### config.mk
export PLATFORM = sky130hd
export DESIGN_NAME = spi_xfer_seq
export DESIGN_NICKNAME = d
export VERILOG_FILES = /design/src/rtl/spi_xfer_seq_pkg.sv /design/src/rtl/spi_xfer_seq_cs_timer.sv /design/src/rtl/spi_xfer_seq.sv
export SDC_FILE = /design/constraint.sdc
export NUM_CORES = 1
export LEC_CHECK = 0
export CORE_UTILIZATION = 47
export DETAILED_ROUTE_END_ITERATION = 7
export PLACE_DENSITY = 0.85
export RECOVER_POWER = 100
export SLEW_MARGIN = 20
export SYNTH_ARGS = -nofsm -noshare
export SYNTH_HDL_FRONTEND = slang
export SYNTH_SLANG_ARGS = --single-unit
### constraint.sdc
create_clock -name clk -period 6.4 [get_ports clk]
set_input_delay 0.64 -clock clk [delete_from_list [all_inputs] [get_ports clk]]
set_output_delay 0.64 -clock clk [all_outputs]
set_load 0.01 [all_outputs]
### src/rtl/spi_xfer_seq_pkg.sv
// Shared types and constants for the SPI multi-word transfer sequencer.
// Holds the sequencer state encoding, the default geometry used as the top
// level parameter defaults, and the fixed engine byte-select value.
package spi_xfer_seq_pkg;

  localparam int unsigned SPI_SEQ_DW    = 32;  // equals the engine max char width
  localparam int unsigned SPI_SEQ_CNT_W = 16;
  localparam int unsigned SPI_SEQ_DLY_W = 8;
  localparam int unsigned SPI_SEQ_SS_W  = 8;

  // The engine always moves a full word, so all byte lanes are enabled.
  localparam logic [3:0] SPI_SEQ_BYTE_SEL_ALL = 4'hF;

  typedef enum logic [2:0] {
    ST_IDLE   = 3'd0,
    ST_SETUP  = 3'd1,
    ST_LOAD   = 3'd2,
    ST_GO     = 3'd3,
    ST_WAITHI = 3'd4,
    ST_XFER   = 3'd5,
    ST_HOLD   = 3'd6
  } seq_state_t;

endpackage

### src/rtl/spi_xfer_seq_cs_timer.sv
// Loadable down-counter with a zero flag, used to time both the slave-select
// setup delay (before the first word) and the hold delay (after the last one).
// Ports:
//   clk, rst     clock, async active-high reset
//   i_load       load i_load_val (has priority over decrement)
//   i_load_val   value to load
//   i_dec        decrement by one; saturates at zero, never wraps
//   o_zero       counter is zero
module spi_xfer_seq_cs_timer #(
  parameter int DLY_W = 8
) (
  input  logic             clk,
  input  logic             rst,
  input  logic             i_load,
  input  logic [DLY_W-1:0] i_load_val,
  input  logic             i_dec,
  output logic             o_zero
);

  logic [DLY_W-1:0] r_cnt;

  // NOTE: clocked state is only ever assigned with <= so every register in the
  // design samples pre-edge values, independent of process evaluation order.
  always_ff @(posedge clk or posedge rst) begin
    if (rst) begin
      r_cnt <= '0;
    end else if (i_load) begin
      r_cnt <= i_load_val;
    end else if (i_dec && (r_cnt != '0)) begin
      r_cnt <= r_cnt - 1'b1;
    end
  end

  assign o_zero = (r_cnt == '0);

endmodule

### src/rtl/spi_xfer_seq.sv
// Multi-word transfer sequencer placed between the bus-register front end and
// the SPI shift engine. A burst of nwords words is pulled from a valid/ready TX
// stream; each word is latched into the engine, started with a go pulse, and
// the received word is offered on a valid/ready RX stream. Slave select is
// asserted for cs_setup+1 cycles before the first latch and held for
// cs_hold+1 cycles after the last capture.
// Ports:
//   clk, rst                 clock, async active-high reset (shared with engine)
//   start, abort             1-cycle control pulses
//   nwords/ss_sel/cs_setup/cs_hold  burst configuration, sampled on start
//   tx_data/tx_valid/tx_ready       TX word stream
//   rx_data/rx_valid/rx_ready       RX word stream (rx_valid held until ready)
//   busy, done, aborted      status: not idle, end-of-burst pulse, sticky abort
//   ss_n                     active-low slave selects
//   sh_latch/sh_byte_sel/sh_p_in/sh_go  engine load and start controls
//   sh_tip/sh_p_out          engine transfer-in-progress and received word
module spi_xfer_seq
  import spi_xfer_seq_pkg::*;
#(
  parameter int DW    = SPI_SEQ_DW,
  parameter int CNT_W = SPI_SEQ_CNT_W,
  parameter int DLY_W = SPI_SEQ_DLY_W,
  parameter int SS_W  = SPI_SEQ_SS_W
) (
  input  logic             clk,
  input  logic             rst,
  input  logic             start,
  input  logic             abort,
  input  logic [CNT_W-1:0] nwords,
  input  logic [SS_W-1:0]  ss_sel,
  input  logic [DLY_W-1:0] cs_setup,
  input  logic [DLY_W-1:0] cs_hold,
  input  logic [DW-1:0]    tx_data,
  input  logic             tx_valid,
  output logic             tx_ready,
  output logic [DW-1:0]    rx_data,
  output logic             rx_valid,
  input  logic             rx_ready,
  output logic             busy,
  output logic             done,
  output logic             aborted,
  output logic [SS_W-1:0]  ss_n,
  output logic             sh_latch,
  output logic [3:0]       sh_byte_sel,
  output logic [DW-1:0]    sh_p_in,
  output logic             sh_go,
  input  logic             sh_tip,
  input  logic [DW-1:0]    sh_p_out
);

  seq_state_t       r_state;
  seq_state_t       w_next;
  logic [CNT_W-1:0] r_rem;
  logic [DLY_W-1:0] r_hold_cfg;
  logic [SS_W-1:0]  r_ss_n;
  logic [DW-1:0]    r_rx_data;
  logic [DW-1:0]    r_sh_p_in;
  logic             r_rx_valid;
  logic             r_abort_pend;
  logic             r_aborted;
  logic             r_done;

  logic             w_start_ok;
  logic             w_abort_now;
  logic             w_accept;
  logic             w_capture;
  logic             w_hold_exit;
  logic             w_dly_load;
  logic             w_dly_dec;
  logic [DLY_W-1:0] w_dly_val;
  logic             w_dly_zero;

  // A start with an empty burst is treated as if it never happened.
  assign w_start_ok  = (r_state == ST_IDLE) && start && (nwords != '0);
  // An abort arriving this very cycle acts like one already pending.
  assign w_abort_now = abort || r_abort_pend;

  spi_xfer_seq_cs_timer #(
    .DLY_W(DLY_W)
  ) u_cs_timer (
    .clk       (clk),
    .rst       (rst),
    .i_load    (w_dly_load),
    .i_load_val(w_dly_val),
    .i_dec     (w_dly_dec),
    .o_zero    (w_dly_zero)
  );

  always_ff @(posedge clk or posedge rst) begin
    if (rst) begin
      r_state <= ST_IDLE;
    end else begin
      r_state <= w_next;
    end
  end

  // NOTE: every combinational output gets a default before the case so no path
  // leaves a signal unassigned, which would otherwise infer a latch.
  always_comb begin
    w_next      = r_state;
    w_accept    = 1'b0;
    w_capture   = 1'b0;
    w_hold_exit = 1'b0;
    w_dly_load  = 1'b0;
    w_dly_dec   = 1'b0;
    w_dly_val   = r_hold_cfg;
    unique case (r_state)
      ST_IDLE: begin
        if (w_start_ok) begin
          w_next     = ST_SETUP;
          w_dly_load = 1'b1;
          w_dly_val  = cs_setup;
        end
      end
      ST_SETUP: begin
        if (w_abort_now) begin
          w_next     = ST_HOLD;
          w_dly_load = 1'b1;
        end else if (w_dly_zero) begin
          w_next = ST_LOAD;
        end else begin
          w_dly_dec = 1'b1;
        end
      end
      ST_LOAD: begin
        // Only reached with the engine idle, so latching here is always safe.
        if (w_abort_now) begin
          w_next     = ST_HOLD;
          w_dly_load = 1'b1;
        end else if (tx_valid) begin
          w_accept = 1'b1;
          w_next   = ST_GO;
        end
      end
      ST_GO: begin
        w_next = ST_WAITHI;
      end
      ST_WAITHI: begin
        if (sh_tip) begin
          w_next = ST_XFER;
        end
      end
      ST_XFER: begin
        // Capture only into an empty RX slot; otherwise stall here so the
        // received word is never overwritten.
        if (!sh_tip && !r_rx_valid) begin
          w_capture = 1'b1;
          if ((r_rem != '0) && !w_abort_now) begin
            w_next = ST_LOAD;
          end else begin
            w_next     = ST_HOLD;
            w_dly_load = 1'b1;
          end
        end
      end
      ST_HOLD: begin
        if (w_dly_zero) begin
          w_next      = ST_IDLE;
          w_hold_exit = 1'b1;
        end else begin
          w_dly_dec = 1'b1;
        end
      end
      default: w_next = ST_IDLE;
    endcase
  end

  always_ff @(posedge clk or posedge rst) begin
    if (rst) begin
      r_rem        <= '0;
      r_hold_cfg   <= '0;
      r_ss_n       <= '1;
      r_rx_data    <= '0;
      r_rx_valid   <= 1'b0;
      r_sh_p_in    <= '0;
      r_abort_pend <= 1'b0;
      r_aborted    <= 1'b0;
      r_done       <= 1'b0;
    end else begin
      r_done <= w_hold_exit;

      if (w_start_ok) begin
        r_rem        <= nwords;
        r_hold_cfg   <= cs_hold;
        r_ss_n       <= ~ss_sel;
        r_abort_pend <= 1'b0;
        r_aborted    <= 1'b0;
      end else begin
        if (w_accept && (r_rem != '0)) begin
          r_rem <= r_rem - 1'b1;
        end
        if (w_hold_exit) begin
          r_ss_n <= '1;
        end
        if (abort && (r_state != ST_IDLE)) begin
          r_abort_pend <= 1'b1;
          r_aborted    <= 1'b1;
        end
      end

      if (w_accept) begin
        r_sh_p_in <= tx_data;
      end

      // A capture outranks a same-cycle consumer handshake.
      if (w_capture) begin
        r_rx_data  <= sh_p_out;
        r_rx_valid <= 1'b1;
      end else if (r_rx_valid && rx_ready) begin
        r_rx_valid <= 1'b0;
      end
    end
  end

  assign tx_ready    = w_accept;
  assign sh_latch    = w_accept;
  assign sh_go       = (r_state == ST_GO);
  assign sh_p_in     = r_sh_p_in;
  assign sh_byte_sel = SPI_SEQ_BYTE_SEL_ALL;
  assign rx_data     = r_rx_data;
  assign rx_valid    = r_rx_valid;
  assign busy        = (r_state != ST_IDLE);
  assign done        = r_done;
  assign aborted     = r_aborted;
  assign ss_n        = r_ss_n;

endmodule

### Word-level counts from Yosys, hierarchy flattened

Cells that the tools add are included.

| cells by class | value |
|---|---|
| multiplexer cells | 37 |
| bitwise logic cells | 1 |
| reduce and logical (&&, ||, !) cells | 25 |
| eq/ne operators | 12 |
| add/sub/neg operators | 2 |

Operator list:

| operator | count |
|---|---|
| two-way mux 8 bit | 6 |
| two-way mux 16 bit | 2 |
| nonzero test 16 bit | 2 |
| two-way mux 3 bit | 9 |
| one-hot mux 3 bit (7 select lines) | 1 |
| two-way mux 1 bit | 17 |
| subtractor 16 x 1 -> 16 bit (second input constant) | 1 |
| nonzero test 2 bit | 5 |
| == test 3 bit (second input constant) | 3 |
| logical AND 1 bit | 8 |
| zero test 8 bit | 1 |
| inverter 8 bit | 1 |
| nonzero test 8 bit | 1 |
| subtractor 8 x 1 -> 8 bit (second input constant) | 1 |
| == test 3 x 2 -> 1 bit (second input constant) | 2 |
| inequality test 2 bit (second input constant) | 3 |
| AND reduction 6 bit | 1 |
| == test 3 x 1 -> 1 bit (second input constant) | 1 |
| zero test 1 bit | 3 |
| zero test 3 bit | 1 |
| inequality test 3 x 2 -> 1 bit (second input constant) | 1 |
| inequality test 3 bit (second input constant) | 1 |
| one-hot mux 1 bit (3 select lines) | 1 |
| nonzero test 3 bit | 1 |
| other kinds (4) | 4 |

| word-level totals | value |
|---|---|
| input bits | 111 |
| output and inout bits | 83 |
| bits in registers | 110 |
| word-level logic and storage cells | 87 |

### Logic depth before layout (Yosys ltp)

Gate-level depths: netlist of run 1.

| logic depth | value |
|---|---|
| depth in word-level cells | 7 |
| mapped depth | 8 |
| gate-level depth less buffers | 7 |

### Hierarchy

Synthesis of run 1 repeated with hierarchy kept, for this count alone.

| second synthesis, totals | value |
|---|---|
| cell total of the unflattened synthesis | 503 |
| area total of the unflattened synthesis | 5,004.8 sq um |

Modules (own cells, without submodules):

| module | cells each | area each (sq um) | sequential area each (sq um) | times used |
|---|---|---|---|---|
| spi_xfer_seq | 450 | 4,509.3 | 2,562.5 | 1 |
| spi_xfer_seq_cs_timer | 53 | 495.5 | 200.2 | 1 |

### Worst setup path after synthesis of run 1

No wires, ideal clock.

| timing path | value |
|---|---|
| kind | input -> output |
| start | input port abort |
| end | output port tx_ready |
| cell stages on the path | 6 |
| data arrival time | 2.086 ns |
| path buffers | 3 |
| path slack | 3.674 ns |
| data required time | 5.760 ns |
| cells stage by stage | nor2_1 -> nand3_1 -> inv_1 -> buf_2 -> buf_1 -> buf_4 |

| on the way | value |
|---|---|
| cells in the longest elaborated chain, start to end | 3 |

Ends and longest elaborated chain:

| item | line | RTL |
|---|---|---|
| start: declaration | spi_xfer_seq.sv:28 | `input logic abort,` |
| logical OR 1 bit | spi_xfer_seq.sv:76 | `assign w_abort_now = abort \|\| r_abort_pend;` |
| two-way mux 1 bit | spi_xfer_seq.sv:127 | `if (w_abort_now) begin` |
| two-way mux 1 bit | spi_xfer_seq.sv:107 | `unique case (r_state)` |
| end: declaration | spi_xfer_seq.sv:35 | `output logic tx_ready,` |

Every way passes these cells.

### Worst setup path in the final report of run 1

Same ends and word-level chain as after synthesis.

==> reports/results.txt, run 1 <==
Iteration-0 DRC Markers: 177
Die Width: 105 um
Vias in the first global route: 4405
Synth Register Bits: 110
Layout Area Growth over Synthesis: 42.5%
Critical path type: primary input to output port
Period Utilization, post-route: 73.9%
P_leak: 3.25 nW
Required time of the critical path: 5.76 ns
H-Tree Depth: 3
Worst Setup Start Kind: primary input
Wire length of the first global-routing pass: 20.5 mm
Die Ht: 105 um
Area of the mapped netlist: 0.00500 sq mm
Crit path max-delay family: buffers and inverters
Skew-Pair Late Insertion Delay: 0.37 ns
Worst Tran Pin Value: 1.91 ns
Root Buffer: clkbuf_8
Antenna Cells: 0
Total core area: 0.0103 sq mm
Post-layout util: 69.0%
Syn_area_per_cell: 10.2 sq um
Setup TNS: 0 ns
Fin cells: 808
Max_cap viols: 5
Via count: 4297
Drc violations: 0
Top_reg_cell synth: dfrtp_1
Avg Vias per Cell: 5.32
Share of layout cells above drive strength 1: 9.52%
WL final: 12.5 mm
Synth warn: 0
Max clock buf depth: 2
Hold WC Path Type: flip-flop to flip-flop
Share of synthesized area occupied by flip-flops and latches: 55.3%
WP buf/inv: 5
Largest net degree at the start of global routing: 66
CTS buffer count: 9
Post-synth EDFFs: 0
IO Count: 194
Pwr per Cell Area: 393 mW/mm^2
Starting Density: 48.4%
Most used cell, CP: dlygate4sd3_1
Final net count: 781
Async SR Flop Fraction: 100%
Dpl cells: 792
RePlAce Congestion: 0.890
CP arrival: 4.09 ns
Max IR drop VDD: 0.257 mV
HP Start: sh_p_in[5]
Failing checks: max-capacitance violations, max-slew violations
Drt wl/cell: 15.5 um
CTS clk-pin slew, worst paths: 0.10 ns
Crit end category: output port
Clk sinks: 110
Hold-fix buffers at CTS: 0
Total power: 2.80 mW
GRT Overall Usage: 23.6%
TritonCTS clock tree: built
Worst clock skew: 0.00786 ns
Antenna violations before repair: 0
Gate Count Post-Synth: 488
DP Wirelength: 9.15 mm
Unique cell type count in the Yosys netlist: 58
Die area: 0.0110 sq mm
Number of port buffers: 189
Relative slew slack: -28.1%
CP max stage cell: clkbuf_1
Period minus WS final: 4.73 ns
Worst reg2reg startpoint: r_state[1]
Fin. max-slew vios: 201
Worst Setup SP: abort
Final hold violation count: 0
Drt pass-1 iters: 5
Unrepaired setup endpoints after global routing: false
Total grt overflow: 0
ANT nets after route: 0
Row cnt: 37
FMAX: 211 MHz
Status: finished with violations
Postcts setup bufs: 0
Slowest stage delay, CP: 1.21 ns
Hold Slack: 0.476 ns
Crit path max fanout: 37
Final Setup Violations: 0
CTS resizes: 0
Critical path, cell by cell: dlygate4sd3_1 -> nor2_1 -> nand3_1 -> clkbuf_1 -> inv_1 -> buf_4 -> dlygate4sd3_1
==> stage by stage <==
stage	area, sq um	setup WS, ns
after floorplan	5010	2.87
after global placement	6970	2.75
after detailed placement	6970	2.73
after CTS	7150	2.73
after global routing	7120	1.49
final	7120	1.67
==> worst paths after layout <==
kind                               end  slack [ns]  depth (start not counted)
max reg2reg                   r_rem[3]        2.17                          8
max in group asynchronous  sh_p_in[29]        2.91                          3
min                         sh_p_in[5]        0.48                          2
max                           tx_ready        1.67                          7
min reg2reg                 sh_p_in[5]        0.48                          2
min in group asynchronous   sh_p_in[8]        1.21                          2
==> flip-flops by register name, indices dropped and copies added (netlist names) <==
name,cells
aborted,1
done,1
r_hold_cfg,8
r_rem,16
r_state,3
rx_data,32
rx_valid,1
sh_p_in,32
ss_n,8
u_cs_timer.r_cnt,8
==> synth_stat cells, drive strengths merged, types with 2 or more instances <==
cell type	number	area (sq um)
nand2	138	526
dfrtp	102	2550
mux2	33	372
o21ai	31	166
buf	17	103
clkbuf	13	48.8
inv	13	48.8
nor2	13	48.8
mux2i	12	120
nor4	12	81.3
nand3	11	55.1
dfstp	8	210
a21oi	7	35.0
o211ai	7	52.6
xor2	6	52.6
nand4	5	31.3
nor3	5	25.0
o2111ai	5	43.8
or3	5	31.3
a221o	3	30.0
ha	3	37.5
or4	3	26.3
xnor2	3	26.3
a22oi	2	15.0
a31oi	2	12.5
and3	2	12.5
nor3b	2	15.0
o221ai	2	17.5
o311ai	2	17.5
==> kinds of logic after synthesis <==
kind of cell / count (synthesis) / synth area share, %
AND/OR/NAND/NOR: 204 / 18.2
XOR/XNOR: 9 / 1.58
multiplexers: 45 / 9.84
other: 1 / 0.0751
adder cells (fa/ha/maj): 3 / 0.751
buffers and inverters: 43 / 4.01
AO/OA/AOI/OAI: 73 / 10.2
flip-flops: 110 / 55.3
==> area by class of cell <==
type,count,area (sq um)
clock buffer,12,155
multi-input combinational,338,2030
inverter,13,50.0
timing repair buffer,195,1920
tap,136,170
fill,790,3200
sequential,110,2760
clock inverter,4,31.3
==> layout by cell type (no fill, tap or decap), drive strengths merged, types with 6 or more instances in the layout <==
cell / n
nor2: 13
o211ai: 7
nand2: 138
clkbuf: 16
nand3: 11
mux2i: 12
dlygate4sd3: 81
o21ai: 31
dfrtp: 102
mux2: 33
inv: 12
a21oi: 7
nor4: 12
xor2: 6
clkdlybuf4s50: 108
dfstp: 8
==> power by group <==
group	internal [mW]	total (mW)	switching, mW
clock network	0.164	0.395	0.232
logic	0.638	1.19	0.552
registers	1.01	1.21	0.205
total	1.81	2.80	0.988
==> metal layers <==
layer	share of wire (%)	vias up	global-route usage, %
li1	-	2035	-
met1	40	2068	27.2
met3	5.7	33	5.99
met5	0	-	0
met2	51	161	40.9
met4	3.2	0	11.2
==> worst reg2reg max path, cell delays in order (launching register included) <==
cell and delay (ns):
dfrtp_1 0.52, nor3b_1 0.22, nand3_1 0.12, clkbuf_1 1.21, inv_1 0.39, buf_4 0.38, o21ai_0 0.68, a22oi_1 0.24
o2bb2a_1 0.35
Note: power is estimated with default switching activity, not from simulation.
==> inputs of run 2 (changes only) <==
--- a/config.mk
+++ b/config.mk
@@ -5,9 +5,9 @@
 export SDC_FILE = /design/constraint.sdc
 export NUM_CORES = 1
 export LEC_CHECK = 0
-export CORE_UTILIZATION = 47
+export CORE_UTILIZATION = 44
 export DETAILED_ROUTE_END_ITERATION = 7
-export PLACE_DENSITY = 0.85
+export PLACE_DENSITY = 0.81
 export RECOVER_POWER = 100
 export SLEW_MARGIN = 20
 export SYNTH_ARGS = -nofsm -noshare
==> constraint.sdc (replaced) <==
create_clock -name clk -period 4.65 [get_ports clk]
set_input_delay 0.465 -clock clk [delete_from_list [all_inputs] [get_ports clk]]
set_output_delay 0.465 -clock clk [all_outputs]
set_load 0.01 [all_outputs]
==> run 2 against run 1 <==
Net effect: clock-buffer cell count fell by 3; the flow still finishes with violations (max-capacitance violations, max-slew violations); die area rose by 6.7%; clock skew fell by 0.0032 ns; critical endpoint unchanged; largest cell class unchanged; sequential share of layout area fell by 0.83 points; design area rose by 2.2%.
==> reports/results.txt, run 2 (same netlist as run 1, synthesis figures left out) <==
Iteration-0 DRC Markers: 179 (+1.1%)
Dpl cells: 798 (+0.76%)
Clk sinks: 110 (unchanged)
IO Count: 194 (unchanged)
Share of layout cells above drive strength 1: 9.64% (+0.12 points)
RePlAce Congestion: 0.853 (-4.2%)
CTS resizes: 0 (unchanged)
Unrepaired setup endpoints after global routing: false
Root Buffer: clkbuf_16
Final Setup Violations: 0 (unchanged)
Max_cap viols: 3 (-2)
Most frequent cells in the layout: nand2_1 (137), clkdlybuf4s50_1 (109), dfrtp_1 (102), dlygate4sd3_1 (80), mux2_2 (33)
Worst R2R Setup Slack: 0.88 ns (-1.29 ns)
Crit end category: output port
Drc violations: 0 (unchanged)
Largest net degree at the start of global routing: 78 (+18%)
Die Width: 109 um (+3.3%)
Failing checks: max-capacitance violations, max-slew violations
CTS buffer count: 9 (unchanged)
Antenna Cells: 0 (unchanged)
Commonest non-fill, non-tap cell in the layout: nand2_1
TritonCTS clock tree: built
Starting Density: 45.7% (-2.7 points)
CP arrival: 3.32 ns (-0.77 ns)
WL final: 12.9 mm (+3.4%)
Antenna violations before repair: 0 (unchanged)
Postcts setup bufs: 0 (unchanged)
GRT Overall Usage: 22.3% (-1.2 points)
Pint: 2.74 mW (+52%)
Total grt overflow: 0 (unchanged)
Hold WC Path Type: flip-flop to flip-flop
CTS clk-pin slew, worst paths: 0.07 ns (-0.03 ns)
Pwr per Cell Area: 572 mW/mm^2 (+46%)
ANT nets after route: 0 (unchanged)
Number of port buffers: 189 (unchanged)
Layout Area Growth over Synthesis: 45.6%
Setup TNS: 0 ns (unchanged)
FMAX: 264 MHz
CP max stage cell: dlygate4sd3_1
Critical path, cell by cell: nor3b_1 -> nand3_1 -> buf_4 -> inv_1 -> clkbuf_1 -> dlygate4sd3_1
P_leak: 3.32 nW (+2.3%)
Worst r2r path cells: 8 (unchanged)
Drt pass-1 iters: 4 (-1)
Skew-Pair Late Insertion Delay: 0.35 ns (-0.02 ns)
Wire length of the first global-routing pass: 20.2 mm (-1.6%)
Sw frac: 34.1% (-1.3 points)
Fin cells: 814 (+0.74%)
Flop pwr share: 40.1% (-3.2 points)
H-Tree Depth: 3 (unchanged)
Max IR drop VDD: 0.345 mV (+34%)
Critical path type: flip-flop to output port
Period minus WS final: 3.79 ns
Worst clock skew: 0.00462 ns (-0.00324 ns)
Required time of the critical path: 4.18 ns (-1.58 ns)
Critical Path Stages: 6 (-1)
Period Utilization, post-route: 81.5%
Total core area: 0.0109 sq mm (+5.9%)
Fillers: 863 (+9.2%)
Worst Setup Start Kind: flip-flop
Drt wl/cell: 15.9 um (+2.6%)
Vias in the first global route: 4325 (-1.8%)
WHS Path Cells: 2 (unchanged)
Switching power: 1.42 mW (+43%)
Via count: 4338 (+0.95%)
Total power: 4.16 mW (+49%)
Hold-fix buffers at CTS: 0 (unchanged)
Worst Tran Pin Value: 2.83 ns (+0.920 ns)
Post-layout util: 66.5% (-2.4 points)
Fin. max-slew vios: 128 (-36%)
Max clock buf depth: 2 (unchanged)
Clock power share: 19.9% (+5.8 points)
WP buf/inv: 4 (-1)
Slowest stage delay, CP: 0.71 ns (-0.50 ns)
Final hold violation count: 0 (unchanged)
Logic gate share of total power: 40.0% (-2.5 points)
Status: finished with violations
Die area: 0.0118 sq mm (+6.7%)
Crit path max fanout: 37 (unchanged)
Final net count: 783 (+0.26%)
Avg Vias per Cell: 5.33 (+0.21%)
Die Ht: 109 um (+3.3%)
Relative slew slack: -88.8% (-61 points)
Row cnt: 38 (+2.7%)
DP Wirelength: 9.52 mm (+4.0%)
Crit path max-delay family: buffers and inverters
[run 2: final cells by class]
cell class	instances	area [sq um]	share of cell area, %
clock inverter	7	97.6	1.34
sequential	110	2760	38.0
timing repair buffer	197	1930	26.6
tap	140	175	2.41
multi-input combinational	338	2030	27.9
clock buffer	9	225	3.10
inverter	13	48.8	0.671
[run 2: tightest hold or removal path: stages (launching register included)]
cell and delay (ns):
dfrtp_1 0.34, nand2_1 0.05, nand2_1 0.06
[run 2: metal layers]
| metal | GRT usage (%) | routed length (um) | vias up | share of wire [%] |
|---|---|---|---|---|
| met3 | 5.00 | 803 | 25 | 6.2 |
| met1 | 26.8 | 5080 | 2115 | 39 |
| met4 | 9.36 | 282 | 0 | 2.2 |
| li1 | - | - | 2036 | - |
| met2 | 38.5 | 6780 | 162 | 52 |
| met5 | 0 | 0 | - | 0 |
[run 2: power by group through the flow]
stage	Clock (mW)	Sequential, mW	Combinational, mW
floorplan	0	1.76	0.831
global route	0.887	1.73	1.82
global placement	0	1.67	1.72
CTS	0.851	1.68	1.79
finish	0.827	1.67	1.66
detailed placement	0	1.69	1.78
[run 2: final timing paths]
| path | endpoint | start |
|---|---|---|
| max | tx_ready | r_state[1] |
| min | sh_p_in[5] | sh_p_in[5] |
| max reg2reg | r_rem[5] | r_state[1] |
| min reg2reg | sh_p_in[5] | sh_p_in[5] |
| max in group asynchronous | u_cs_timer.r_cnt[4] | rst |
| min in group asynchronous | rx_data[15] | rst |
[run 2: per-stage QoR]
step,cell area [sq um],setup WS (ns),hold slack (ns)
2_1_floorplan,5010,1.30,0.438
3_3_place_gp,6990,1.46,0.452
3_5_place_dp,6990,1.44,0.463
4_1_cts,7310,1.39,0.480
5_1_grt,7280,0.596,0.491
6_report,7280,0.861,0.470
